File: config.mk
export PLATFORM = sky130hd
export DESIGN_NAME = fetch_sequencer_flat
export DESIGN_NICKNAME = d
export VERILOG_FILES = /design/src/rtl/fetch_sequencer_pkg.sv /design/src/rtl/fetch_sequencer_if.sv /design/src/rtl/fetch_perf_counter.sv /design/src/rtl/fetch_sequencer.sv /design/src/flat_wrapper.sv
export SDC_FILE = /design/constraint.sdc
export NUM_CORES = 1
export LEC_CHECK = 0
export CORE_MARGIN = 5
export CORE_UTILIZATION = 35
export DETAILED_ROUTE_END_ITERATION = 6
export GPL_ROUTABILITY_DRIVEN = 0
export PLACE_DENSITY = 0.94
export SLEW_MARGIN = 0
export SYNTH_ARGS = -nofsm -noshare
export SYNTH_HDL_FRONTEND = slang
export SYNTH_SLANG_ARGS = --single-unit
File: constraint.sdc
create_clock -name clk -period 2.1 [get_ports clk]
set_input_delay 0.63 -clock clk [delete_from_list [all_inputs] [get_ports clk]]
set_output_delay 0.63 -clock clk [all_outputs]
set_load 0.02 [all_outputs]
File: src/rtl/fetch_sequencer_pkg.sv
// Shared definitions for the instruction-fetch sequencer and the PC mux:
// next-PC select codes, the sequencer state type and the bubble-counter width.
package fetch_pkg;

    localparam int PC_SEL_W = 3;
    localparam int BUB_W    = 3;

    typedef logic [PC_SEL_W-1:0] pc_sel_t;

    localparam pc_sel_t SEL_SEQ    = 3'b000;
    localparam pc_sel_t SEL_JUMP   = 3'b001;
    localparam pc_sel_t SEL_BRANCH = 3'b010;

    typedef enum logic [2:0] {
        S_RESET,
        S_RUN,
        S_STALL,
        S_WAIT,
        S_FLUSH
    } fetch_state_t;

    // A redirect with no extra bubbles to run goes straight back to S_RUN.
    function automatic fetch_state_t redirect_state(input logic [BUB_W-1:0] reload);
        return (reload == '0) ? S_RUN : S_FLUSH;
    endfunction

endpackage

File: src/rtl/fetch_sequencer_if.sv
// Request/control bundle between the fetch sequencer (slave) and the
// surrounding pipeline: hazard unit, decode, execute, PC mux and IF/ID.
interface fetch_sequencer_if #(
    parameter int CNT_W = 16
) ();
    import fetch_pkg::*;

    logic             branch_req;
    logic             jump_req;
    logic             stall_req;
    logic             imem_ready;
    pc_sel_t          dir_sl;
    logic             pc_we;
    logic             ifid_we;
    logic             ifid_flush;
    logic             idex_flush;
    logic             fetch_valid;
    logic [CNT_W-1:0] stall_cnt;
    logic [CNT_W-1:0] redirect_cnt;

    modport slave (
        input  branch_req, jump_req, stall_req, imem_ready,
        output dir_sl, pc_we, ifid_we, ifid_flush, idex_flush, fetch_valid,
        output stall_cnt, redirect_cnt
    );

    modport master (
        output branch_req, jump_req, stall_req, imem_ready,
        input  dir_sl, pc_we, ifid_we, ifid_flush, idex_flush, fetch_valid,
        input  stall_cnt, redirect_cnt
    );

endinterface

File: src/rtl/fetch_perf_counter.sv
// Saturating event counter with synchronous active-high clear.
module fetch_perf_counter #(
    parameter int W = 16
) (
    input  logic         clk,
    input  logic         rst,
    input  logic         inc,
    output logic [W-1:0] cnt
);

    // Count qualified events, sticking at all-ones.
    always_ff @(posedge clk) begin
        // NOTE: state is updated with non-blocking assignments so every flop samples pre-edge values.
        if (rst) begin
            cnt <= '0;
        end else if (inc && (cnt != '1)) begin
            cnt <= cnt + W'(1);
        end
    end

endmodule

File: src/rtl/fetch_sequencer.sv
// Instruction-fetch control: next-PC select, PC/IF-ID write gating,
// redirect flushes and stall/memory-wait bubbles.
// Optional performance counters are built when FETCH_PERF_CNT_EN is defined;
// otherwise stall_cnt/redirect_cnt are tied to zero.
module fetch_sequencer
    import fetch_pkg::*;
#(
    parameter int REDIRECT_BUBBLES = 1,
    parameter int CNT_W            = 16
) (
    input  logic              clk,
    input  logic              rst,
    fetch_sequencer_if.slave  bus
);

    localparam logic [BUB_W-1:0] RELOAD = BUB_W'(REDIRECT_BUBBLES - 1);

    fetch_state_t     state_q, state_d;
    logic [BUB_W-1:0] bub_q, bub_d;
    logic             valid_q;

    // Output decode and next-state selection, by request priority.
    always_comb begin
        // NOTE: every signal gets a default first so no path leaves one unassigned (no latches).
        bus.dir_sl      = SEL_SEQ;
        bus.pc_we       = 1'b1;
        bus.ifid_we     = 1'b1;
        bus.ifid_flush  = 1'b0;
        bus.idex_flush  = 1'b0;
        bus.fetch_valid = 1'b1;
        state_d         = S_RUN;
        bub_d           = '0;

        if (rst || (state_q == S_RESET)) begin
            bus.pc_we       = 1'b0;
            bus.ifid_flush  = 1'b1;
            bus.idex_flush  = 1'b1;
            bus.fetch_valid = 1'b0;
            state_d         = rst ? S_RESET : S_RUN;
        end else if (bus.branch_req) begin
            // Younger stall/jump requests are squashed along with their instructions.
            bus.dir_sl      = SEL_BRANCH;
            bus.ifid_flush  = 1'b1;
            bus.idex_flush  = 1'b1;
            bus.fetch_valid = 1'b0;
            state_d         = redirect_state(RELOAD);
            bub_d           = RELOAD;
        end else if (state_q == S_FLUSH) begin
            // ID holds a bubble, so its stall/jump requests are meaningless here.
            bus.ifid_flush  = 1'b1;
            bus.fetch_valid = 1'b0;
            if (bub_q > BUB_W'(1)) begin
                state_d = S_FLUSH;
                bub_d   = bub_q - BUB_W'(1);
            end
        end else if (bus.stall_req) begin
            // A jump in the stalled ID stage waits until the stall clears.
            bus.pc_we       = 1'b0;
            bus.ifid_we     = 1'b0;
            bus.idex_flush  = 1'b1;
            bus.fetch_valid = valid_q;
            state_d         = S_STALL;
        end else if (bus.jump_req) begin
            bus.dir_sl      = SEL_JUMP;
            bus.ifid_flush  = 1'b1;
            bus.fetch_valid = 1'b0;
            state_d         = redirect_state(RELOAD);
            bub_d           = RELOAD;
        end else if (!bus.imem_ready) begin
            bus.pc_we       = 1'b0;
            bus.ifid_flush  = 1'b1;
            bus.fetch_valid = 1'b0;
            state_d         = S_WAIT;
        end
    end

    // State, bubble counter and last-cycle fetch_valid registers.
    always_ff @(posedge clk) begin
        if (rst) begin
            state_q <= S_RESET;
            bub_q   <= '0;
            valid_q <= 1'b0;
        end else begin
            state_q <= state_d;
            bub_q   <= bub_d;
            valid_q <= bus.fetch_valid;
        end
    end

`ifdef FETCH_PERF_CNT_EN
    logic stall_inc;
    logic redirect_inc;

    assign stall_inc    = !rst && (state_q != S_RESET) && !bus.pc_we;
    assign redirect_inc = (bus.dir_sl != SEL_SEQ);

    fetch_perf_counter #(.W(CNT_W)) u_stall_cnt (
        .clk (clk),
        .rst (rst),
        .inc (stall_inc),
        .cnt (bus.stall_cnt)
    );

    fetch_perf_counter #(.W(CNT_W)) u_redirect_cnt (
        .clk (clk),
        .rst (rst),
        .inc (redirect_inc),
        .cnt (bus.redirect_cnt)
    );
`else
    assign bus.stall_cnt    = {CNT_W{1'b0}};
    assign bus.redirect_cnt = {CNT_W{1'b0}};
`endif

endmodule

File: src/flat_wrapper.sv
// flat-port wrapper written by rule: the top's interface ports become plain ports
module fetch_sequencer_flat import fetch_pkg::*;
#(
    parameter int REDIRECT_BUBBLES = 1,
    parameter int CNT_W            = 16
)
  (clk, rst, bus_branch_req, bus_jump_req, bus_stall_req, bus_imem_ready, bus_dir_sl, bus_pc_we, bus_ifid_we, bus_ifid_flush, bus_idex_flush, bus_fetch_valid, bus_stall_cnt, bus_redirect_cnt);
  fetch_sequencer_if #(.CNT_W(CNT_W)) bus_i ();
  input  logic clk;
  input  logic rst;
  input wire logic [$bits(bus_i.branch_req)-1:0] bus_branch_req;
  input wire logic [$bits(bus_i.jump_req)-1:0] bus_jump_req;
  input wire logic [$bits(bus_i.stall_req)-1:0] bus_stall_req;
  input wire logic [$bits(bus_i.imem_ready)-1:0] bus_imem_ready;
  output wire logic [$bits(bus_i.dir_sl)-1:0] bus_dir_sl;
  output wire logic [$bits(bus_i.pc_we)-1:0] bus_pc_we;
  output wire logic [$bits(bus_i.ifid_we)-1:0] bus_ifid_we;
  output wire logic [$bits(bus_i.ifid_flush)-1:0] bus_ifid_flush;
  output wire logic [$bits(bus_i.idex_flush)-1:0] bus_idex_flush;
  output wire logic [$bits(bus_i.fetch_valid)-1:0] bus_fetch_valid;
  output wire logic [$bits(bus_i.stall_cnt)-1:0] bus_stall_cnt;
  output wire logic [$bits(bus_i.redirect_cnt)-1:0] bus_redirect_cnt;
  assign bus_i.branch_req = bus_branch_req;
  assign bus_i.jump_req = bus_jump_req;
  assign bus_i.stall_req = bus_stall_req;
  assign bus_i.imem_ready = bus_imem_ready;
  assign bus_dir_sl = bus_i.dir_sl;
  assign bus_pc_we = bus_i.pc_we;
  assign bus_ifid_we = bus_i.ifid_we;
  assign bus_ifid_flush = bus_i.ifid_flush;
  assign bus_idex_flush = bus_i.idex_flush;
  assign bus_fetch_valid = bus_i.fetch_valid;
  assign bus_stall_cnt = bus_i.stall_cnt;
  assign bus_redirect_cnt = bus_i.redirect_cnt;
  fetch_sequencer #(.REDIRECT_BUBBLES(REDIRECT_BUBBLES), .CNT_W(CNT_W)) u_core (.clk(clk), .rst(rst), .bus(bus_i));
endmodule
==> results of run 1 <==
## Yosys cell counts
master / instances
a211oi_2: 1
and2_1: 1
buf_4: 33
conb_1: 1
dfxtp_1: 7
ha_1: 2
inv_1: 2
inv_2: 1
mux2i_1: 1
nand2_1: 1
nand3b_1: 1
nor2_1: 10
nor2_2: 1
nor2b_1: 1
nor3_1: 2
nor3b_1: 1
o2111ai_4: 1
o21ai_0: 2
o21ai_1: 1
o21ba_1: 1
o31a_1: 1
xnor2_1: 1
## repair_timing
item | 4_1_cts | 5_1_grt
buffers inserted | 1 | 0
resized for setup | 45 | 10
setup endpoints to repair | 7 | 4
pin swaps | 6 | 2
## cell families (layout without fill, tap and decap cells)
family	count (synthesis)	in the layout	share of synthesized area
XOR/XNOR	1	1	0.0145
AO/OA/AOI/OAI	7	7	0.120
other	1	33	0.00621
AND/OR/NAND/NOR	18	18	0.141
multiplexers	1	1	0.0166
buffers and inverters	36	26	0.429
adder cells (fa/ha/maj)	2	2	0.0414
flip-flops	7	7	0.232
## power by group through the flow
stage	registers (µW)	clock network, µW	logic, µW
5_1_grt	138	137	117
3_3_place_gp	140	0	106
4_1_cts	138	129	106
6_report	138	124	110
3_5_place_dp	140	0	108
2_1_floorplan	139	0	120
## metrics by stage
stage	utilization	worst slack, ns	hold WS [ns]	total power, µW	instances
3_5_place_dp	0.393	-0.687	0.450	248	107
2_1_floorplan	-	0.00276	0.430	260	105
3_3_place_gp	0.393	-0.659	0.443	246	107
5_1_grt	0.406	0.0149	0.500	392	112
4_1_cts	0.407	-0.00213	0.463	372	112
6_report	0.406	0.0577	0.459	371	112
## worst max-delay path, delay by kind of cell
kind / cells / cell delay [ns]
and+or+nand+nor: 2 / 0.16
buffers and inverters: 2 / 0.32
AOI/OAI and AO/OA: 1 / 0.31
## registers in the layout, indices dropped and copies added, names as in the netlist
register        cells
u_core.state_q      3
u_core.bub_q        3
u_core.valid_q      1
## area by class of cell
cell class,count,share of cell area
timing repair buffer,19,0.197
sequential,7,0.204
clock buffer,4,0.0383
inverter,3,0.0164
multi-input combinational,62,0.513
tap,17,0.0310
## routing by layer
| layer | wire length (µm) | up-vias |
|---|---|---|
| met5 | 0 | - |
| met4 | 17 | 0 |
| met3 | 179 | 2 |
| met2 | 570 | 37 |
| met1 | 369 | 189 |
| li1 | - | 213 |
## path summary, 6_finish.rpt
| check | endpoint | cells after the start | slack (ns) | startpoint |
|---|---|---|---|---|
| max | bus_pc_we | 5 | 0.06 | bus_imem_ready |
| min reg2reg | u_core.bub_q[0] | 1 | 0.46 | u_core.bub_q[0] |
| max reg2reg | u_core.state_q[0] | 6 | 0.86 | u_core.bub_q[1] |
| min | u_core.bub_q[0] | 1 | 0.46 | u_core.bub_q[0] |
==> results.py, run 1 <==
metrics = {
    "outcome": {
        "status": "finished clean",
    },
    "timing": {
        "finalClockSkew_ns": 0.00245,
        "fin_crit_ns": 2.04,
        "fin_crit_sh": 0.973,
        "rsz0062_at_grt": "no",
        "fmax_ghz": 0.490,
        "finalHoldViolCount": 0,
        "fin_tns_setup_ns": 0,
        "setup_viol": 0,
        "drv_slew": 0,
    },
    "die": {
        "io_pins": 46,
        "die_w_um": 51.6,
        "start_util": 0.358,
        "core-area_mm2": 0.00169,
        "rows": 15,
        "die-height_um": 51.6,
        "die-area_mm2": 0.00266,
    },
    "critical_path": {
        "crit_slowest_cell": "o31a_1",
        "critPathMaxFanout": 2,
        "cp.arrival_ns": 1.41,
        "critPathCaptureType": "primary output",
        "path_cells": "clkdlybuf4s15_1 -> nor2_2 -> nor2_2 -> o31a_1 -> buf_6",
        "startpoint_type": "primary input",
        "path_class": "primary input to primary output",
        "required_ns": 1.47,
        "crit_top_cell": "nor2_2",
        "slowest_delay_ns": 0.31,
    },
    "cts": {
        "cts_num_sinks": 7,
        "cts_buffers": 3,
        "htreeDepth": 1,
        "cts_max_path_buffers": 2,
        "clock_latency_ns": 0.25,
        "root_buffer": "clkbuf_4",
        "cts_tree": "yes",
        "clkTransAtPathRegs_ns": 0.05,
        "cts_hold_buf": 0,
    },
    "cells_and_area": {
        "seqCellArea_um2": 140,
        "final.fill_count": 179,
        "final_common_cell": "conb_1",
        "syn_to_final_growth_pct": 13.5,
        "drive_gt1_frac": 0.326,
        "multi_input_area_um2": 352,
        "fin_area_um2": 686,
        "mostFrequentLayoutCells": "conb_1, buf_4, nor2_1, dfxtp_1, buf_2",
        "finalNetCount": 104,
        "antennaDiodeCount": 0,
    },
    "routing": {
        "drt_iter0_drc": 5,
        "antenna_left": 0,
        "drt-pass1-iter-count": 3,
        "wire_per_inst_um": 10.1,
        "vias_per_cell": 3.94,
        "drt_wl_total_um": 1140,
        "drcViolationCount": 0,
        "vias": 441,
    },
    "power_and_ir_drop": {
        "p_switching_uw": 136,
        "power_frac_clock": 0.333,
        "power_frac_comb": 0.296,
        "p_int_uw": 235,
        "vdd_ir_drop_max_v": 0.000243,
        "power.density_mw_per_mm2": 542,
        "leakage_uw": 0.000347,
        "power_frac_seq": 0.371,
        "p_sw_frac": 0.367,
    },
    "placed_design": {
        "dpl_cell_area_um2": 663,
        "hpwlAfterDp_um": 947,
        "numPortBuffers": 12,
    },
    "yosys": {
        "synth.distinct_cells": 22,
        "synth_seq_cells": 7,
        "synth_area_leaders": "buf_4, dfxtp_1, nor2_1",
        "synth_top_area_frac": 0.410,
        "avgSynthCellArea_um2": 8.28,
        "yosys.area.top_type": "buf_4",
        "synth_seq_area_share": 0.232,
        "yosysWarnings": 0,
        "syn_inst": 73,
        "netlist_area_um2": 604,
    },
    "global_route": {
        "grt_pass1_wl_um": 1550,
        "met3_usage": 0.0344,
        "grt_pass1_vias": 396,
        "gr-usage-all-layers": 0.0812,
        "grt_use_met2": 0.150,
        "grt_busiest_layer": "met2",
        "grt_overflow": 0,
        "met1_usage": 0.0649,
        "antenna_found_initial": 0,
        "grt_max_degree": 7,
    },
    "hold_path": {
        "min_path_type": "register to register",
    },
    "flow_run": {
        "maxCapViolCount": 0,
    },
}
No activity file was read; power rests on OpenSTA's default activity.
==> inputs of run 2 (changes only) <==
--- a/config.mk
+++ b/config.mk
@@ -9,7 +9,7 @@
 export CORE_UTILIZATION = 35
 export DETAILED_ROUTE_END_ITERATION = 6
 export GPL_ROUTABILITY_DRIVEN = 0
-export PLACE_DENSITY = 0.94
+export PLACE_DENSITY = 0.83
 export SLEW_MARGIN = 0
 export SYNTH_ARGS = -nofsm -noshare
 export SYNTH_HDL_FRONTEND = slang
==> run 2 against run 1 <==
Compared with the run above:
- combinational power is 5% higher
- sequential power hardly changed
- fmax is 2.0% higher
- flip-flop and latch count stayed put
- die area stayed put
- total power is 3.1% higher
- clock skew is 0.0011 ns lower
- cell count is 2.7% higher
- critical path type unchanged
- highest routed layer unchanged
==> results.py, run 2 (synthesized netlist as in run 1, its figures left out) <==
metrics = {
    "critical_path": {
        "startpoint_type": "primary input",
        "cp.arrival_ns": 1.37,
        "path_class": "primary input to primary output",
        "critPathCaptureType": "primary output",
        "critPathMaxFanout": 4,
        "required_ns": 1.47,
    },
    "routing": {
        "vias_per_cell": 3.87,
        "drt-pass1-iter-count": 6,
        "drt_iter0_drc": 2,
        "drt_wl_total_um": 1210,
        "vias": 445,
        "wire_per_inst_um": 10.6,
        "antenna_left": 0,
        "drcViolationCount": 0,
    },
    "die": {
        "die_w_um": 51.6,
        "die-area_mm2": 0.00266,
        "rows": 15,
        "die-height_um": 51.6,
        "start_util": 0.358,
        "core-area_mm2": 0.00169,
        "io_pins": 46,
    },
    "hold_path": {
        "min_path_type": "register to register",
    },
    "global_route": {
        "grt_max_degree": 7,
        "grt_pass1_vias": 402,
        "gr-usage-all-layers": 0.0874,
        "grt_overflow": 0,
        "grt_pass1_wl_um": 1620,
        "antenna_found_initial": 0,
    },
    "cts": {
        "cts_max_path_buffers": 2,
        "cts_hold_buf": 0,
        "cts_buffers": 3,
        "htreeDepth": 1,
        "clock_latency_ns": 0.26,
        "cts_tree": "yes",
        "clkTransAtPathRegs_ns": 0.06,
        "root_buffer": "clkbuf_4",
        "cts_num_sinks": 7,
    },
    "cells_and_area": {
        "antennaDiodeCount": 0,
        "mostFrequentLayoutCells": "conb_1, buf_4, nor2_1",
        "final_common_cell": "conb_1",
        "final.fill_count": 187,
        "finalNetCount": 107,
        "largestRegisters": "u_core.bub_q x3, u_core.state_q x3, u_core.valid_q x1",
        "syn_to_final_growth_pct": 18.2,
        "drive_gt1_frac": 0.337,
    },
    "power_and_ir_drop": {
        "vdd_ir_drop_max_v": 0.000264,
        "power.density_mw_per_mm2": 536,
        "totalPowerFinal_uw": 383,
        "leakage_uw": 0.000363,
    },
    "outcome": {
        "status": "finished clean",
    },
    "flow_run": {
        "maxCapViolCount": 0,
    },
    "timing": {
        "setup_viol": 0,
        "fin_crit_ns": 2.00,
        "finalHoldViolCount": 0,
        "fin_crit_sh": 0.953,
        "drv_slew": 0,
        "rsz0062_at_grt": "no",
        "fmax_ghz": 0.500,
        "finalClockSkew_ns": 0.00131,
        "holdWs_ns": 0.466,
    },
    "placed_design": {
        "hpwlAfterDp_um": 918,
        "numPortBuffers": 12,
    },
}
[run 2: power by group]
group,switching [µW],leakage (µW),internal [µW]
combinational,84.3,0.000291,30.5
sequential,2.83,0.0000569,135
clock,57.1,0.0000150,73.0
total,144,0.000363,239
[run 2: area by class of cell]
type / instances / area [µm²] / area share
clock buffer: 4 / 26.3 / 0.0368
inverter: 3 / 11.3 / 0.0158
multi-input combinational: 62 / 359 / 0.503
sequential: 7 / 140 / 0.196
tap: 17 / 21.3 / 0.0298
timing repair buffer: 22 / 156 / 0.219
[run 2: what timing repair did]
| item | in CTS | in global routing |
|---|---|---|
| buffers inserted | 3 | 1 |
| pin swaps | 5 | 4 |
| gates resized for setup | 42 | 14 |
| setup endpoints to repair | 7 | 6 |
[run 2: critical path: stages]
cell	delay, ns
buf_2	0.15
nor2_1	0.16
and2_1	0.14
clkdlybuf4s15_1	0.29
[run 2: metal layers]
| layer | GRT usage | part of all wire | vias up |
|---|---|---|---|
| met1 | 0.0811 | 0.33 | 199 |
| met3 | 0.0516 | 0.11 | 4 |
| met5 | 0 | 0 | - |
| met2 | 0.153 | 0.54 | 25 |
| li1 | - | - | 217 |
| met4 | 0.0393 | 0.012 | 0 |
[run 2: stage by stage]
step	setup TNS, ns	cells	setup WS, ns	area, µm²	utilization
after global routing	0	115	0.0259	714	0.423
after global placement	-4.42	107	-0.701	663	0.393
after floorplan	0	105	0.00276	724	-
after detailed placement	-4.53	107	-0.732	663	0.393
final	0	115	0.0986	714	0.423
after CTS	0	114	0.00203	707	0.419
[run 2: worst paths after layout]
path | startpoint | endpoint | slack [ns] | cells after the start
min | u_core.bub_q[0] | u_core.bub_q[0] | 0.47 | 1
max | rst | bus_dir_sl[1] | 0.1 | 4
min reg2reg | u_core.bub_q[0] | u_core.bub_q[0] | 0.47 | 1
max reg2reg | u_core.state_q[1] | u_core.state_q[0] | 0.77 | 6
==> inputs of run 3 (changes only) <==
--- a/config.mk
+++ b/config.mk
@@ -5,8 +5,9 @@
 export SDC_FILE = /design/constraint.sdc
 export NUM_CORES = 1
 export LEC_CHECK = 0
+export ABC_AREA = 1
 export CORE_MARGIN = 5
-export CORE_UTILIZATION = 35
+export CORE_UTILIZATION = 36
 export DETAILED_ROUTE_END_ITERATION = 6
 export GPL_ROUTABILITY_DRIVEN = 0
 export PLACE_DENSITY = 0.83
==> run 3 against run 2 <==
Compared with the run above:
- flip-flop and latch count stayed put
- design area is 0.35% higher
- clock skew is 0.00080 ns higher
- worst setup slack worse by 0.049 ns
- area after synthesis is 5.6% higher
- register-to-register slack better by 0.30 ns
- fmax is 2.4% lower
- non-clock buffer count is 4 lower
- via count is 14% higher
- highest routed layer unchanged
==> results.py, run 3 <==
metrics = {
    "routing": {
        "vias_per_cell": 3.74,
        "drt_iter0_drc": 4,
        "vias": 508,
        "wire_per_inst_um": 8.71,
        "antenna_left": 0,
        "drcViolationCount": 0,
        "drt_wl_total_um": 1190,
        "drt-pass1-iter-count": 2,
    },
    "critical_path": {
        "r2r_start": "u_core.bub_q[1]",
        "path_class": "primary input to primary output",
        "cp.arrival_ns": 1.42,
        "worstSetupStartpoint": "rst",
        "required_ns": 1.47,
        "startpoint_type": "primary input",
        "critPathMaxFanout": 5,
        "critPathCaptureType": "primary output",
    },
    "cts": {
        "htreeDepth": 1,
        "clkTransAtPathRegs_ns": 0.05,
        "cts_buffers": 3,
        "cts_num_sinks": 7,
        "cts_max_path_buffers": 2,
        "root_buffer": "clkbuf_4",
        "cts_tree": "yes",
        "cts_hold_buf": 0,
        "clock_latency_ns": 0.25,
    },
    "cells_and_area": {
        "mostFrequentLayoutCells": "conb_1, nor2_1, buf_4",
        "drive_gt1_frac": 0.225,
        "finalNetCount": 120,
        "fin_area_um2": 717,
        "antennaDiodeCount": 0,
        "final_common_cell": "conb_1",
        "largestRegisters": "u_core.bub_q x3, u_core.state_q x3, u_core.valid_q x1",
        "syn_to_final_growth_pct": 12.4,
    },
    "global_route": {
        "grt_max_degree": 7,
        "grt_overflow": 0,
        "met3_usage": 0.0430,
        "met1_usage": 0.0600,
        "gr-usage-all-layers": 0.0821,
        "grt_pass1_wl_um": 1550,
        "grt_busiest_layer": "met2",
        "grt_pass1_vias": 418,
        "antenna_found_initial": 0,
        "grt_use_met2": 0.153,
    },
    "timing": {
        "worst_slack_ns": 0.0498,
        "setup_viol": 0,
        "finalClockSkew_ns": 0.00211,
        "fin_crit_ns": 2.05,
        "fmax_ghz": 0.488,
        "drv_slew": 0,
        "finalHoldViolCount": 0,
        "fin_crit_sh": 0.976,
    },
    "die": {
        "die-area_mm2": 0.00271,
        "core-area_mm2": 0.00171,
        "die-height_um": 52.1,
        "rows": 15,
        "io_pins": 46,
        "start_util": 0.374,
        "die_w_um": 52.1,
    },
    "power_and_ir_drop": {
        "vdd_ir_drop_max_v": 0.000188,
        "power.density_mw_per_mm2": 519,
        "leakage_uw": 0.000391,
    },
    "placed_design": {
        "dp_slack_ns": -0.638,
        "numPortBuffers": 12,
        "dpl_cell_area_um2": 699,
        "hpwlAfterDp_um": 965,
    },
    "yosys": {
        "avgSynthCellArea_um2": 7.09,
        "async_flop_share": 0,
        "synth_top_area_frac": 0.388,
        "netlist_area_um2": 638,
        "synth.most_common_cell": "buf_4",
        "synth_seq_cells": 7,
        "synth_edf_count": 0,
        "yosys-top-cells-count": "buf_4, nor2_1, inv_1",
        "syn_inst": 90,
        "yosys.area.top_type": "buf_4",
        "synth_ff_type": "dfxtp_1",
        "synth_area_leaders": "buf_4, dfxtp_1, nor2_1",
        "synth.distinct_cells": 20,
        "yosysWarnings": 0,
        "synth_seq_area_share": 0.220,
    },
    "hold_path": {
        "hp-start": "u_core.bub_q[0]",
        "min_path_type": "register to register",
    },
    "outcome": {
        "status": "finished clean",
    },
    "flow_run": {
        "maxCapViolCount": 0,
    },
}
run 3: cell types whose count changed after synthesis, sizes merged, moves of 2 or more:
cell,previous run,this run
inv,3,10
nand3,0,3
o21ai,3,1
nand2,1,10
nor2,11,15
run 3: timing repair:
item / in CTS / in global routing
pin swaps: 3 / 1
setup buffers: 1 / 0
gates resized for setup: 38 / 9
endpoints found under the setup margin: 7 / 6
run 3: cell type report:
cell class                      instances  area, µm²
Timing Repair Buffer                   18        135
Multi-Input combinational cell         72        347
Inverter                               10       37.5
Tap cell                               25       31.3
Clock buffer                            4       26.3
Fill cell                             183        991
Sequential cell                         7        140
run 3: kinds of logic (layout without fill, tap and decap cells):
group / count (synthesis) / in the layout / share of synthesized area
DFF: 7 / 7 / 0.220
xor gates and xnor gates: 1 / 1 / 0.0137
buffers and inverters: 43 / 32 / 0.447
adders and majority gates: 2 / 2 / 0.0392
and+or+nand+nor: 32 / 32 / 0.235
AOI/OAI and AO/OA: 4 / 4 / 0.0392
other: 1 / 33 / 0.00588
run 3: critical path: stages:
cell and delay (ns):
clkdlybuf4s15_1 0.21, nor2_4 0.14, nand2_4 0.08, or2_1 0.20, buf_4 0.15
run 3: power breakdown:
| part | total, µW | switching [µW] | internal [µW] |
|---|---|---|---|
| sequential | 137 | 1.01 | 136 |
| combinational | 113 | 85.9 | 26.9 |
| clock | 123 | 50.3 | 72.5 |
run 3: path summary, 6_finish.rpt:
path                     end  slack (ns)  depth (start not counted)
max           bus_ifid_flush        0.05                          5
min reg2reg  u_core.bub_q[0]        0.47                          1
min          u_core.bub_q[0]        0.47                          1
max reg2reg  u_core.bub_q[0]        1.07                          6
run 3: through the flow:
stage	total power (µW)	TNS (ns)	cells	hold WS (ns)	util
2_1_floorplan	265	0	122	0.429	-
6_report	372	0	136	0.473	0.420
3_5_place_dp	251	-4.24	131	0.463	0.410
3_3_place_gp	249	-4.16	131	0.439	0.410
4_1_cts	371	0	136	0.476	0.414
5_1_grt	395	-0.0101	136	0.502	0.420
run 3: routing by layer:
| metal | share of wire | routed length, µm |
|---|---|---|
| met1 | 0.30 | 361 |
| met2 | 0.53 | 629 |
| met3 | 0.13 | 159 |
| met5 | 0 | 0 |
| met4 | 0.029 | 34 |
